### src/rtl/csr_addr_pkg.sv
// Machine-mode CSR addresses, operation encoding and fixed register fields.
package csr_addr_pkg;
  typedef enum logic [1:0] {
    CsrNone = 2'd0,
    CsrRw   = 2'd1,
    CsrRs   = 2'd2,
    CsrRc   = 2'd3
  } csr_op_t;

  localparam logic [11:0] CsrMstatus   = 12'h300;
  localparam logic [11:0] CsrMisa      = 12'h301;
  localparam logic [11:0] CsrMie       = 12'h304;
  localparam logic [11:0] CsrMtvec     = 12'h305;
  localparam logic [11:0] CsrMscratch  = 12'h340;
  localparam logic [11:0] CsrMepc      = 12'h341;
  localparam logic [11:0] CsrMcause    = 12'h342;
  localparam logic [11:0] CsrMtval     = 12'h343;
  localparam logic [11:0] CsrMip       = 12'h344;
  localparam logic [11:0] CsrMcycle    = 12'hB00;
  localparam logic [11:0] CsrMcycleh   = 12'hB80;
  localparam logic [11:0] CsrMinstret  = 12'hB02;
  localparam logic [11:0] CsrMinstreth = 12'hB82;
  localparam logic [11:0] CsrMhartid   = 12'hF14;

  localparam int unsigned MstatusMieBit  = 3;
  localparam int unsigned MstatusMpieBit = 7;
  localparam logic [31:0] MisaValue      = 32'h4000_0100;

  // MPP is hardwired to machine mode; only MIE/MPIE are live.
  function automatic logic [31:0] mstatus_pack(input logic mie, input logic mpie);
    logic [31:0] v;
    v = 32'h0000_1800;
    v[MstatusMieBit]  = mie;
    v[MstatusMpieBit] = mpie;
    return v;
  endfunction
endpackage

### src/rtl/type_pkg.sv
// Shared datapath types for the RV32 core.
package type_pkg;
  localparam int unsigned Xlen = 32;
  typedef logic [Xlen-1:0] data_t;
endpackage

### src/rtl/csr_counter64.sv
// 64-bit free-running counter; a write to either half suppresses that cycle's increment.
module csr_counter64 (
  input  logic        clk,
  input  logic        rst_n,
  input  logic        inc_i,
  input  logic        wr_lo_i,
  input  logic        wr_hi_i,
  input  logic [31:0] wdata_i,
  output logic [31:0] rdata_lo_o,
  output logic [31:0] rdata_hi_o
);
  logic [63:0] cnt_q, cnt_d;

  always_comb begin
    cnt_d = cnt_q;
    if (wr_lo_i || wr_hi_i) begin
      if (wr_lo_i) cnt_d[31:0]  = wdata_i;
      if (wr_hi_i) cnt_d[63:32] = wdata_i;
    end else if (inc_i) begin
      cnt_d = cnt_q + 64'd1;
    end
  end

  always_ff @(posedge clk) begin
    if (!rst_n) cnt_q <= '0;
    else        cnt_q <= cnt_d;
  end

  assign rdata_lo_o = cnt_q[31:0];
  assign rdata_hi_o = cnt_q[63:32];
endmodule

### src/rtl/csr_unit.sv
// Machine-mode CSR unit: read-modify-write, trap entry / mret redirect FSM.
// Define CSR_COUNTERS_EN to implement mcycle/minstret; otherwise they read 0.
module csr_unit
  import type_pkg::*;
  import csr_addr_pkg::*;
#(
  parameter int unsigned XLEN        = 32,
  parameter logic [31:0] HART_ID     = 32'h0,
  parameter logic [31:0] MTVEC_RESET = 32'h0
) (
  input  logic            clk,
  input  logic            rst_n,
  input  logic            req_valid_i,
  input  csr_op_t         csr_op_i,
  input  logic            src_zero_i,
  input  logic [11:0]     addr_i,
  input  logic [XLEN-1:0] wdata_i,
  output logic [XLEN-1:0] rdata_o,
  output logic            illegal_o,
  input  logic            trap_valid_i,
  input  logic [XLEN-1:0] trap_cause_i,
  input  logic [XLEN-1:0] trap_pc_i,
  input  logic [XLEN-1:0] trap_tval_i,
  input  logic            mret_i,
  input  logic            retire_i,
  output logic            busy_o,
  output logic            redirect_valid_o,
  output logic [XLEN-1:0] redirect_pc_o,
  output logic [XLEN-1:0] mtvec_o,
  output logic [XLEN-1:0] mepc_o
);
  typedef enum logic [0:0] {StIdle, StRedirect} state_e;

  state_e      state_q, state_d;
  data_t       target_q, target_d;
  logic        mst_mie_q, mst_mie_d, mst_mpie_q, mst_mpie_d;
  data_t       mie_q, mie_d, mscratch_q, mscratch_d, mcause_q, mcause_d, mtval_q, mtval_d;
  logic [29:0] mtvec_q, mtvec_d, mepc_q, mepc_d;

  data_t old_val, new_val;
  logic  implemented, write_req, illegal, csr_we, idle;

`ifdef CSR_COUNTERS_EN
  logic [31:0] mcycle_lo, mcycle_hi, minstret_lo, minstret_hi;
`endif

  always_comb begin
    old_val     = '0;
    implemented = 1'b1;
    case (addr_i)
      CsrMstatus:   old_val = mstatus_pack(mst_mie_q, mst_mpie_q);
      CsrMisa:      old_val = MisaValue;
      CsrMie:       old_val = mie_q;
      CsrMtvec:     old_val = {mtvec_q, 2'b00};
      CsrMscratch:  old_val = mscratch_q;
      CsrMepc:      old_val = {mepc_q, 2'b00};
      CsrMcause:    old_val = mcause_q;
      CsrMtval:     old_val = mtval_q;
      CsrMip:       old_val = '0;
      CsrMhartid:   old_val = HART_ID;
`ifdef CSR_COUNTERS_EN
      CsrMcycle:    old_val = mcycle_lo;
      CsrMcycleh:   old_val = mcycle_hi;
      CsrMinstret:  old_val = minstret_lo;
      CsrMinstreth: old_val = minstret_hi;
`else
      CsrMcycle, CsrMcycleh, CsrMinstret, CsrMinstreth: old_val = '0;
`endif
      default:      implemented = 1'b0;
    endcase
  end

  always_comb begin
    case (csr_op_i)
      CsrRw:   new_val = wdata_i;
      CsrRs:   new_val = old_val | wdata_i;
      CsrRc:   new_val = old_val & ~wdata_i;
      default: new_val = old_val;
    endcase
  end

  assign write_req = (csr_op_i == CsrRw) ||
                     (((csr_op_i == CsrRs) || (csr_op_i == CsrRc)) && !src_zero_i);
  assign illegal   = req_valid_i && (!implemented || (write_req && (addr_i[11:10] == 2'b11)));
  assign idle      = (state_q == StIdle);
  // Traps and mret pre-empt any CSR write in the same cycle.
  assign csr_we    = req_valid_i && write_req && !illegal && idle && !trap_valid_i && !mret_i;

  assign rdata_o   = illegal ? '0 : old_val;
  assign illegal_o = illegal;

  always_comb begin
    state_d    = state_q;
    target_d   = target_q;
    mst_mie_d  = mst_mie_q;
    mst_mpie_d = mst_mpie_q;
    mie_d      = mie_q;
    mtvec_d    = mtvec_q;
    mscratch_d = mscratch_q;
    mepc_d     = mepc_q;
    mcause_d   = mcause_q;
    mtval_d    = mtval_q;
    if (!idle) begin
      state_d = StIdle;
    end else if (trap_valid_i) begin
      mepc_d     = trap_pc_i[31:2];
      mcause_d   = trap_cause_i;
      mtval_d    = trap_tval_i;
      mst_mpie_d = mst_mie_q;
      mst_mie_d  = 1'b0;
      target_d   = {mtvec_q, 2'b00};
      state_d    = StRedirect;
    end else if (mret_i) begin
      mst_mie_d  = mst_mpie_q;
      mst_mpie_d = 1'b1;
      target_d   = {mepc_q, 2'b00};
      state_d    = StRedirect;
    end else if (csr_we) begin
      case (addr_i)
        CsrMstatus: begin
          mst_mie_d  = new_val[MstatusMieBit];
          mst_mpie_d = new_val[MstatusMpieBit];
        end
        CsrMie:      mie_d      = new_val;
        CsrMtvec:    mtvec_d    = new_val[31:2];
        CsrMscratch: mscratch_d = new_val;
        CsrMepc:     mepc_d     = new_val[31:2];
        CsrMcause:   mcause_d   = new_val;
        CsrMtval:    mtval_d    = new_val;
        default: ;
      endcase
    end
  end

  always_ff @(posedge clk) begin
    if (!rst_n) begin
      state_q    <= StIdle;
      target_q   <= '0;
      mst_mie_q  <= 1'b0;
      mst_mpie_q <= 1'b0;
      mie_q      <= '0;
      mtvec_q    <= MTVEC_RESET[31:2];
      mscratch_q <= '0;
      mepc_q     <= '0;
      mcause_q   <= '0;
      mtval_q    <= '0;
    end else begin
      state_q    <= state_d;
      target_q   <= target_d;
      mst_mie_q  <= mst_mie_d;
      mst_mpie_q <= mst_mpie_d;
      mie_q      <= mie_d;
      mtvec_q    <= mtvec_d;
      mscratch_q <= mscratch_d;
      mepc_q     <= mepc_d;
      mcause_q   <= mcause_d;
      mtval_q    <= mtval_d;
    end
  end

`ifdef CSR_COUNTERS_EN
  csr_counter64 u_mcycle (
    .clk        (clk),
    .rst_n      (rst_n),
    .inc_i      (1'b1),
    .wr_lo_i    (csr_we && (addr_i == CsrMcycle)),
    .wr_hi_i    (csr_we && (addr_i == CsrMcycleh)),
    .wdata_i    (new_val),
    .rdata_lo_o (mcycle_lo),
    .rdata_hi_o (mcycle_hi)
  );

  csr_counter64 u_minstret (
    .clk        (clk),
    .rst_n      (rst_n),
    .inc_i      (retire_i),
    .wr_lo_i    (csr_we && (addr_i == CsrMinstret)),
    .wr_hi_i    (csr_we && (addr_i == CsrMinstreth)),
    .wdata_i    (new_val),
    .rdata_lo_o (minstret_lo),
    .rdata_hi_o (minstret_hi)
  );
`else
  logic unused_retire;
  assign unused_retire = retire_i;
`endif

  assign busy_o           = (state_q == StRedirect);
  assign redirect_valid_o = (state_q == StRedirect);
  assign redirect_pc_o    = target_q;
  assign mtvec_o          = {mtvec_q, 2'b00};
  assign mepc_o           = {mepc_q, 2'b00};
endmodule

### config.mk
export PLATFORM = sky130hd
export DESIGN_NAME = csr_unit
export DESIGN_NICKNAME = d
export VERILOG_FILES = /design/src/rtl/csr_addr_pkg.sv /design/src/rtl/type_pkg.sv /design/src/rtl/csr_counter64.sv /design/src/rtl/csr_unit.sv
export SDC_FILE = /design/constraint.sdc
export NUM_CORES = 1
export LEC_CHECK = 0
export ABC_CLOCK_PERIOD_IN_PS = 3300
export BUFFER_PORTS_ARGS = -buffer_cell sky130_fd_sc_hd__buf_2
export CORE_ASPECT_RATIO = 1.2
export CORE_MARGIN = 5
export CORE_UTILIZATION = 54
export CTS_CLUSTER_DIAMETER = 60
export DETAILED_ROUTE_END_ITERATION = 8
export PLACE_DENSITY = 0.82
export SYNTH_ARGS = -nofsm -noshare
export SYNTH_HDL_FRONTEND = slang
export SYNTH_HIERARCHICAL = 1
export SYNTH_SLANG_ARGS = --single-unit
### constraint.sdc
create_clock -name clk -period 3.3 [get_ports clk]
set_clock_uncertainty 0.1 [all_clocks]
set_input_delay 0.66 -clock clk [delete_from_list [all_inputs] [get_ports clk]]
set_output_delay 0.66 -clock clk [all_outputs]
set_load 0.03 [all_outputs]
==> impl_results.md, run 1 <==
- Post-synthesis simple-gate area fraction: 16.7%
- RePlAce Congestion: 0.947
- Drt initial violations: 1260
- Fin. max-slew vios: 0
- Clk buf depth: 3
- Post-synth EDFFs: 0
- Final Core Density: 66.2%
- Syn avg cell area: 8.35 sq um
- DR vias: 12200
- Max-slew headroom: 42.7%
- Tightest Pin Transition: 0.857 ns
- FMAX: 323 MHz
- Critical Setup Path Class: input port to primary output
- HPWL Detailed: 29000 um
- Most common cell after layout, fill and taps aside: buf_2
- Synth Instances: 1367
- Crit-path slowest cell: mux4_2
- Initial core utilization: 54.6%
- Post-CTS Hold Buffers: 0
- Main combinational cell family by area after synthesis: compound AO/OA/AOI/OAI gates
- Power per cell area: 470 mW/mm^2
- Status: finished, final reports clean
- IO Count: 280
- Setup repair bufs after CTS: 0
- Pre-Repair DR Iteration Count: 5
- Xor/xnor share of the synthesized area: 2.46%
- Final #Nets: 1739
- Dominant synthesized flop cell: dfxtp_1
- Worst path cell trace: buf_4 > mux4_2 > nand4_1 > nand3_1 > buf_2
- Synth Area in Compound Gates: 24.6%
- DR WL/cell: 22.8 um
- Maxcap violations: 0
- Area share of fa/ha/maj cells after synthesis: 0%
- Remaining global-route overflow: 0
- Leakage: 5.63 nW
- Pin count of the biggest net entering global routing: 126
- Min cycle time layout: 3.09 ns
- Worst endpoint required time: 2.54 ns
- DR vias/cell: 6.49
- Setup crit start kind: input port
- Final wirelength: 42800 um
- Die W: 143 um
- Final Cycle Share: 93.7%
- Mux cell area share after synthesis: 10.9%
- Post-route ant nets: 0
- Sequential cell area fraction in the yosys report: 38.8%
- Design area: 0.0138 sq mm
- Total CTS buffers: 23
- Site Rows: 58
- RSZ-0062 raised after global routing: false
- Setup TNS: 0 ns
- Clk_lat worst skew: 0.52 ns
- Cell variety after synth: 65
- CTS Root Cell: clkbuf_16
- Setup violators final: 0
- Worst Setup End Kind: primary output
- All-Layer GR Usage: 34.2%
- Core area: 0.0209 sq mm
- Worst Hold Class: input port to flop
- Die area: 0.0242 sq mm
- DRC Markers: 0
- Clock slew at reported path FFs: 0.06 ns
- Max incr delay on CP: 0.61 ns
- Yosys warnings: 6
- Most frequent cells in the layout: buf_2, a21oi_1, dfxtp_1
- CTS tree: yes
- Die Span Y: 169 um
- Clock Sinks: 221
- Post-CTS Resized: 0
- Vias in the first global route: 12000
- Synth Register Bits: 221
- Yosys top cell by area: dfxtp_1
- Top cells by area, synth: dfxtp_1, a21oi_1, mux4_2
- FFs w/ async S/R, synth: 0%
- First-pass GRT wire length: 65500 um
- Post-DP Area: 0.0131 sq mm
- Share of layout cells above drive strength 1: 26.2%
- Post-synth top area share: 38.8%
- Peak supply drop: 0.421 mV
- Mapped cell area: 0.0114 sq mm
- Crit path DAT: 2.33 ns
- Final Hold Viols: 0
- Port Buf Inserts: 270
- H-tree depth: 1
- Initial antenna violation count: 5
- CP max FO: 31
- Area Overhead vs Synth: 21.2%
path summary, 6_finish.rpt:
check                                    start             end  slack [ns]  cells past startpoint
worst max-delay path                 addr_i[0]      rdata_o[7]        0.21                      5
worst min-delay path             trap_pc_i[23]      mepc_q[21]        0.31                      3
worst max register to register          busy_o       mepc_q[1]        0.85                      6
worst min register to register  mscratch_q[14]  mscratch_q[14]        0.35                      2
worst max-delay path, delay by kind of cell:
family	cells	cell delay, ns
and+or+nand+nor	2	0.36
muxes	1	0.61
buffers and inverters	2	0.69
logic make-up after synthesis:
logic type | after synthesis
simple gates | 381
other cells | 1
compound gates | 485
mux | 87
xor+xnor | 32
buf+inv | 160
flops | 221
layout make-up:
| type | count | area [sq um] |
|---|---|---|
| Timing Repair Buffer | 326 | 1890 |
| Sequential cell | 221 | 4420 |
| Clock buffer | 31 | 656 |
| Fill cell | 1764 | 7060 |
| Clock inverter | 9 | 62.6 |
| Multi-Input combinational cell | 991 | 6350 |
| Antenna cell | 5 | 12.5 |
| Tap cell | 270 | 338 |
| Inverter | 27 | 103 |
stage by stage:
| stage | power, mW | instances | hold slack [ns] | setup slack (ns) |
|---|---|---|---|---|
| 2_1_floorplan | 3.62 | 1372 | 0.329 | 0.179 |
| 3_5_place_dp | 4.03 | 1835 | 0.343 | 0.251 |
| 4_1_cts | 6.50 | 1875 | 0.313 | 0.218 |
| 5_1_grt | 6.73 | 1877 | 0.315 | 0.144 |
| 3_3_place_gp | 4.00 | 1835 | 0.336 | 0.260 |
| 6_report | 6.50 | 1880 | 0.315 | 0.208 |
cell usage after synthesis (3+ instances only):
| cell | count |
|---|---|
| mux2i_1 | 54 |
| o21ai_0 | 117 |
| nand2_1 | 135 |
| nand3b_1 | 4 |
| nand4_1 | 32 |
| clkbuf_2 | 3 |
| buf_6 | 4 |
| mux4_2 | 30 |
| buf_2 | 31 |
| inv_1 | 26 |
| nor2_1 | 44 |
| o221ai_1 | 19 |
| dfxtp_1 | 221 |
| a41oi_2 | 3 |
| and2_1 | 12 |
| o22ai_1 | 21 |
| nand3_1 | 119 |
| buf_4 | 17 |
| o21ai_1 | 4 |
| nor2b_1 | 4 |
| nor3_1 | 3 |
| xnor2_1 | 32 |
| o2bb2ai_1 | 7 |
| o211ai_1 | 20 |
| mux2_2 | 3 |
| clkbuf_1 | 76 |
| nor4_4 | 3 |
| a21oi_1 | 239 |
| a211oi_1 | 34 |
registers in the layout (all words and copies together) (netlist names):
name           cells
mtvec_q           30
redirect_pc_o     30
busy_o             1
mie_q             32
mcause_q          32
mepc_q            30
mst_mpie_q         1
mst_mie_q          1
mtval_q           32
mscratch_q        32
power breakdown:
part,internal (mW),switching (mW)
combinational,0.391,0.724
clock,1.40,1.11
sequential,2.79,0.0850
total,4.58,1.92
per-layer routing:
metal	global-route usage, %	part of all wire, %	wire length (um)	up-vias
met4	22.1	7.7	3300	2
met5	0	0.016	7	-
met3	7.02	11	4860	216
li1	-	-	-	5462
met1	40.9	35	14800	5671
met2	55.8	46	19800	853
Note: power is estimated with default switching activity, not from simulation.
==> run 2, diff against run 1 <==
--- a/config.mk
+++ b/config.mk
@@ -15,5 +15,5 @@
 export PLACE_DENSITY = 0.82
 export SYNTH_ARGS = -nofsm -noshare
 export SYNTH_HDL_FRONTEND = slang
-export SYNTH_HIERARCHICAL = 1
 export SYNTH_SLANG_ARGS = --single-unit
+export TNS_END_PERCENT = 1
==> constraint.sdc (replaced) <==
create_clock -name clk -period 3.3 [get_ports clk]
set_clock_uncertainty 0.1 [all_clocks]
set_input_delay 0.165 -clock clk [delete_from_list [all_inputs] [get_ports clk]]
set_output_delay 0.165 -clock clk [all_outputs]
set_load 0.03 [all_outputs]
==> run 2 against run 1 <==
Against the previous run: setup slack improved by 0.51 ns; wire length grew 6.0%; clock power up 11%; via count grew 5.2%; sequential power about the same; non-clock buffer count up 79; critical path type is now flop to flop; sequential cell count did not move; cell area is 6.1% higher; die area did not move; sequential share of layout area decreased by 1.8 points; combinational power grew 7%; highest routed layer is now met4; maximum frequency grew 20%.
==> impl_results.md, run 2 <==
- Core area: 0.0209 sq mm
- Finished Layout Cells: 1959
- DR WL/cell: 23.2 um
- Setup violators final: 0
- Met2 Track Usage GR: 58.9%
- Top-count cell post-synth: a21oi_1
- Total CTS buffers: 23
- Sequential cell area fraction in the yosys report: 38.8%
- Cell variety after synth: 65
- Pre-Repair DR Iteration Count: 6
- Worst hold slack: 0.0310 ns
- Reg-to-Reg Start: busy_o
- H-tree depth: 1
- Worst Hold Class: input port to flop
- Die area: 0.0242 sq mm
- Final #Nets: 1818
- Yosys top cell by area: dfxtp_1
- Max-slew headroom: 26.7%
- Peak supply drop: 0.411 mV
- Hold Path End: mtvec_q[6]
- Hold Path Depth: 5
- Drt initial violations: 1402
- Maxcap violations: 0
- Min cycle time layout: 2.58 ns
- Reg2reg path depth: 6
- Post-synth top area share: 38.8%
- Crit path DAT: 2.93 ns
- Pwr Total: 6.86 mW
- Die Span Y: 169 um
- Post-route ant nets: 0
- Die W: 143 um
- R2R Setup Slk: 0.72 ns
- Syn avg cell area: 8.35 sq um
- Setup crit start kind: flop
- Worst endpoint required time: 3.64 ns
- RePlAce Congestion: 0.973
- Most common cell after layout, fill and taps aside: buf_2
- DP Cell Count: 1820
- Hold path startpoint: wdata_i[8]
- CP max FO: 17
- Leakage: 5.96 nW
- Worst Setup End Kind: flop
- Share of layout cells above drive strength 1: 24.1%
- Final wirelength: 45400 um
- Critical Setup Path Class: flop to flop
- Routing usage on met3: 7.75%
- HPWL Detailed: 28500 um
- First-pass GRT wire length: 68100 um
- Area Overhead vs Synth: 28.6%
- Fin. max-slew vios: 0
- Synth Register Bits: 221
- FMAX: 387 MHz
- Remaining global-route overflow: 0
- Status: finished, final reports clean
- CTS Root Cell: clkbuf_16
- Pin count of the biggest net entering global routing: 99
- Synth Instances: 1367
- Final Cycle Share: 78.3%
- Clock Sinks: 221
- FFs w/ async S/R, synth: 0%
- DR vias: 12800
- Power per cell area: 468 mW/mm^2
- Vias in the first global route: 12500
- Dominant synthesized flop cell: dfxtp_1
- RSZ-0062 raised after global routing: false
- DR vias/cell: 6.55
- Worst R2R End: mtval_q[7]
- Top cells by area, synth: dfxtp_1, a21oi_1, mux4_2
- Initial antenna violation count: 3
- # fillers: 1615
- All-Layer GR Usage: 35.6%
- Setup TNS: 0 ns
- Site Rows: 58
- Port Buf Inserts: 270
- DRC Markers: 0
- Clock slew at reported path FFs: 0.07 ns
- Clk_lat worst skew: 0.52 ns
- CTS tree: yes
- Mapped cell area: 0.0114 sq mm
- Post-synth EDFFs: 0
- GR peak layer: met2
- Initial core utilization: 54.6%
- Tightest Pin Transition: 1.10 ns
- Post-CTS Resized: 0
- Most frequent cells in the layout: buf_2, a21oi_1, dfxtp_1
- Yosys warnings: 0
- Final Hold Viols: 0
- Clk buf depth: 3
- Top post-synthesis cells by count: a21oi_1, dfxtp_1, nand2_1
- Global routing usage on met1: 41.4%
- IO Count: 280
[run 2: cell counts after synthesis]
No cell type changed its count.
[run 2: power breakdown]
part	leakage [nW]	internal, mW	switching, mW
sequential	1.80	2.79	0.0848
clock	0.393	1.66	1.13
combinational	3.76	0.445	0.753
[run 2: worst max-delay path: stages, from the launching register on]
cell and delay, ns:
dfxtp_1 0.33, nor4b_2 0.33, and4_1 0.58, a41o_1 0.49
buf_4 0.36, o21ai_0 0.15, a21oi_1 0.17
[run 2: how the worst max path moves through the flow]
stage,startpoint,endpoint,cells past startpoint
floorplan,addr_i[5],mtval_q[0],6
global placement,trap_valid_i,mtval_q[3],7
detailed placement,trap_valid_i,mtval_q[3],7
CTS,busy_o,mtval_q[7],6
global route,busy_o,mcause_q[23],5
finish,busy_o,mtval_q[7],6
[run 2: kinds of logic after synthesis]
kind of cell	synth area share (%)
AO/OA/AOI/OAI	24.6
AND/OR/NAND/NOR	16.7
flip-flops	38.8
buffers and inverters	6.46
multiplexers	10.9
XOR/XNOR	2.46
other	0.0328
[run 2: metrics by stage]
stage	instance area [sq um]	worst slack [ns]	util, %
final	14700	0.717	70.2
after global routing	14700	0.570	70.2
after CTS	14700	0.793	70.2
after detailed placement	12900	0.585	61.9
after global placement	12900	0.633	61.9
after floorplan	11400	0.883	-
[run 2: per-layer routing]
metal | vias up | part of all wire [%]
met2 | 993 | 47
met5 | - | 0
met1 | 5980 | 34
li1 | 5627 | -
met3 | 240 | 12
met4 | 0 | 7.6
[run 2: final cells by class]
class	instances	area (sq um)	share of cell area (%)
Inverter	27	103	0.699
Antenna cell	4	10.0	0.0682
Timing Repair Buffer	405	2660	18.1
Clock buffer	29	628	4.28
Clock inverter	12	166	1.13
Multi-Input combinational cell	991	6350	43.3
Sequential cell	221	4420	30.1
Tap cell	270	338	2.30
[run 2: what timing repair did]
action                                  4_1_cts  5_1_grt
endpoints found under the setup margin        0        0
hold buffers                                 94        0
hold endpoints to repair                     94        0
buffers inserted                              0        0
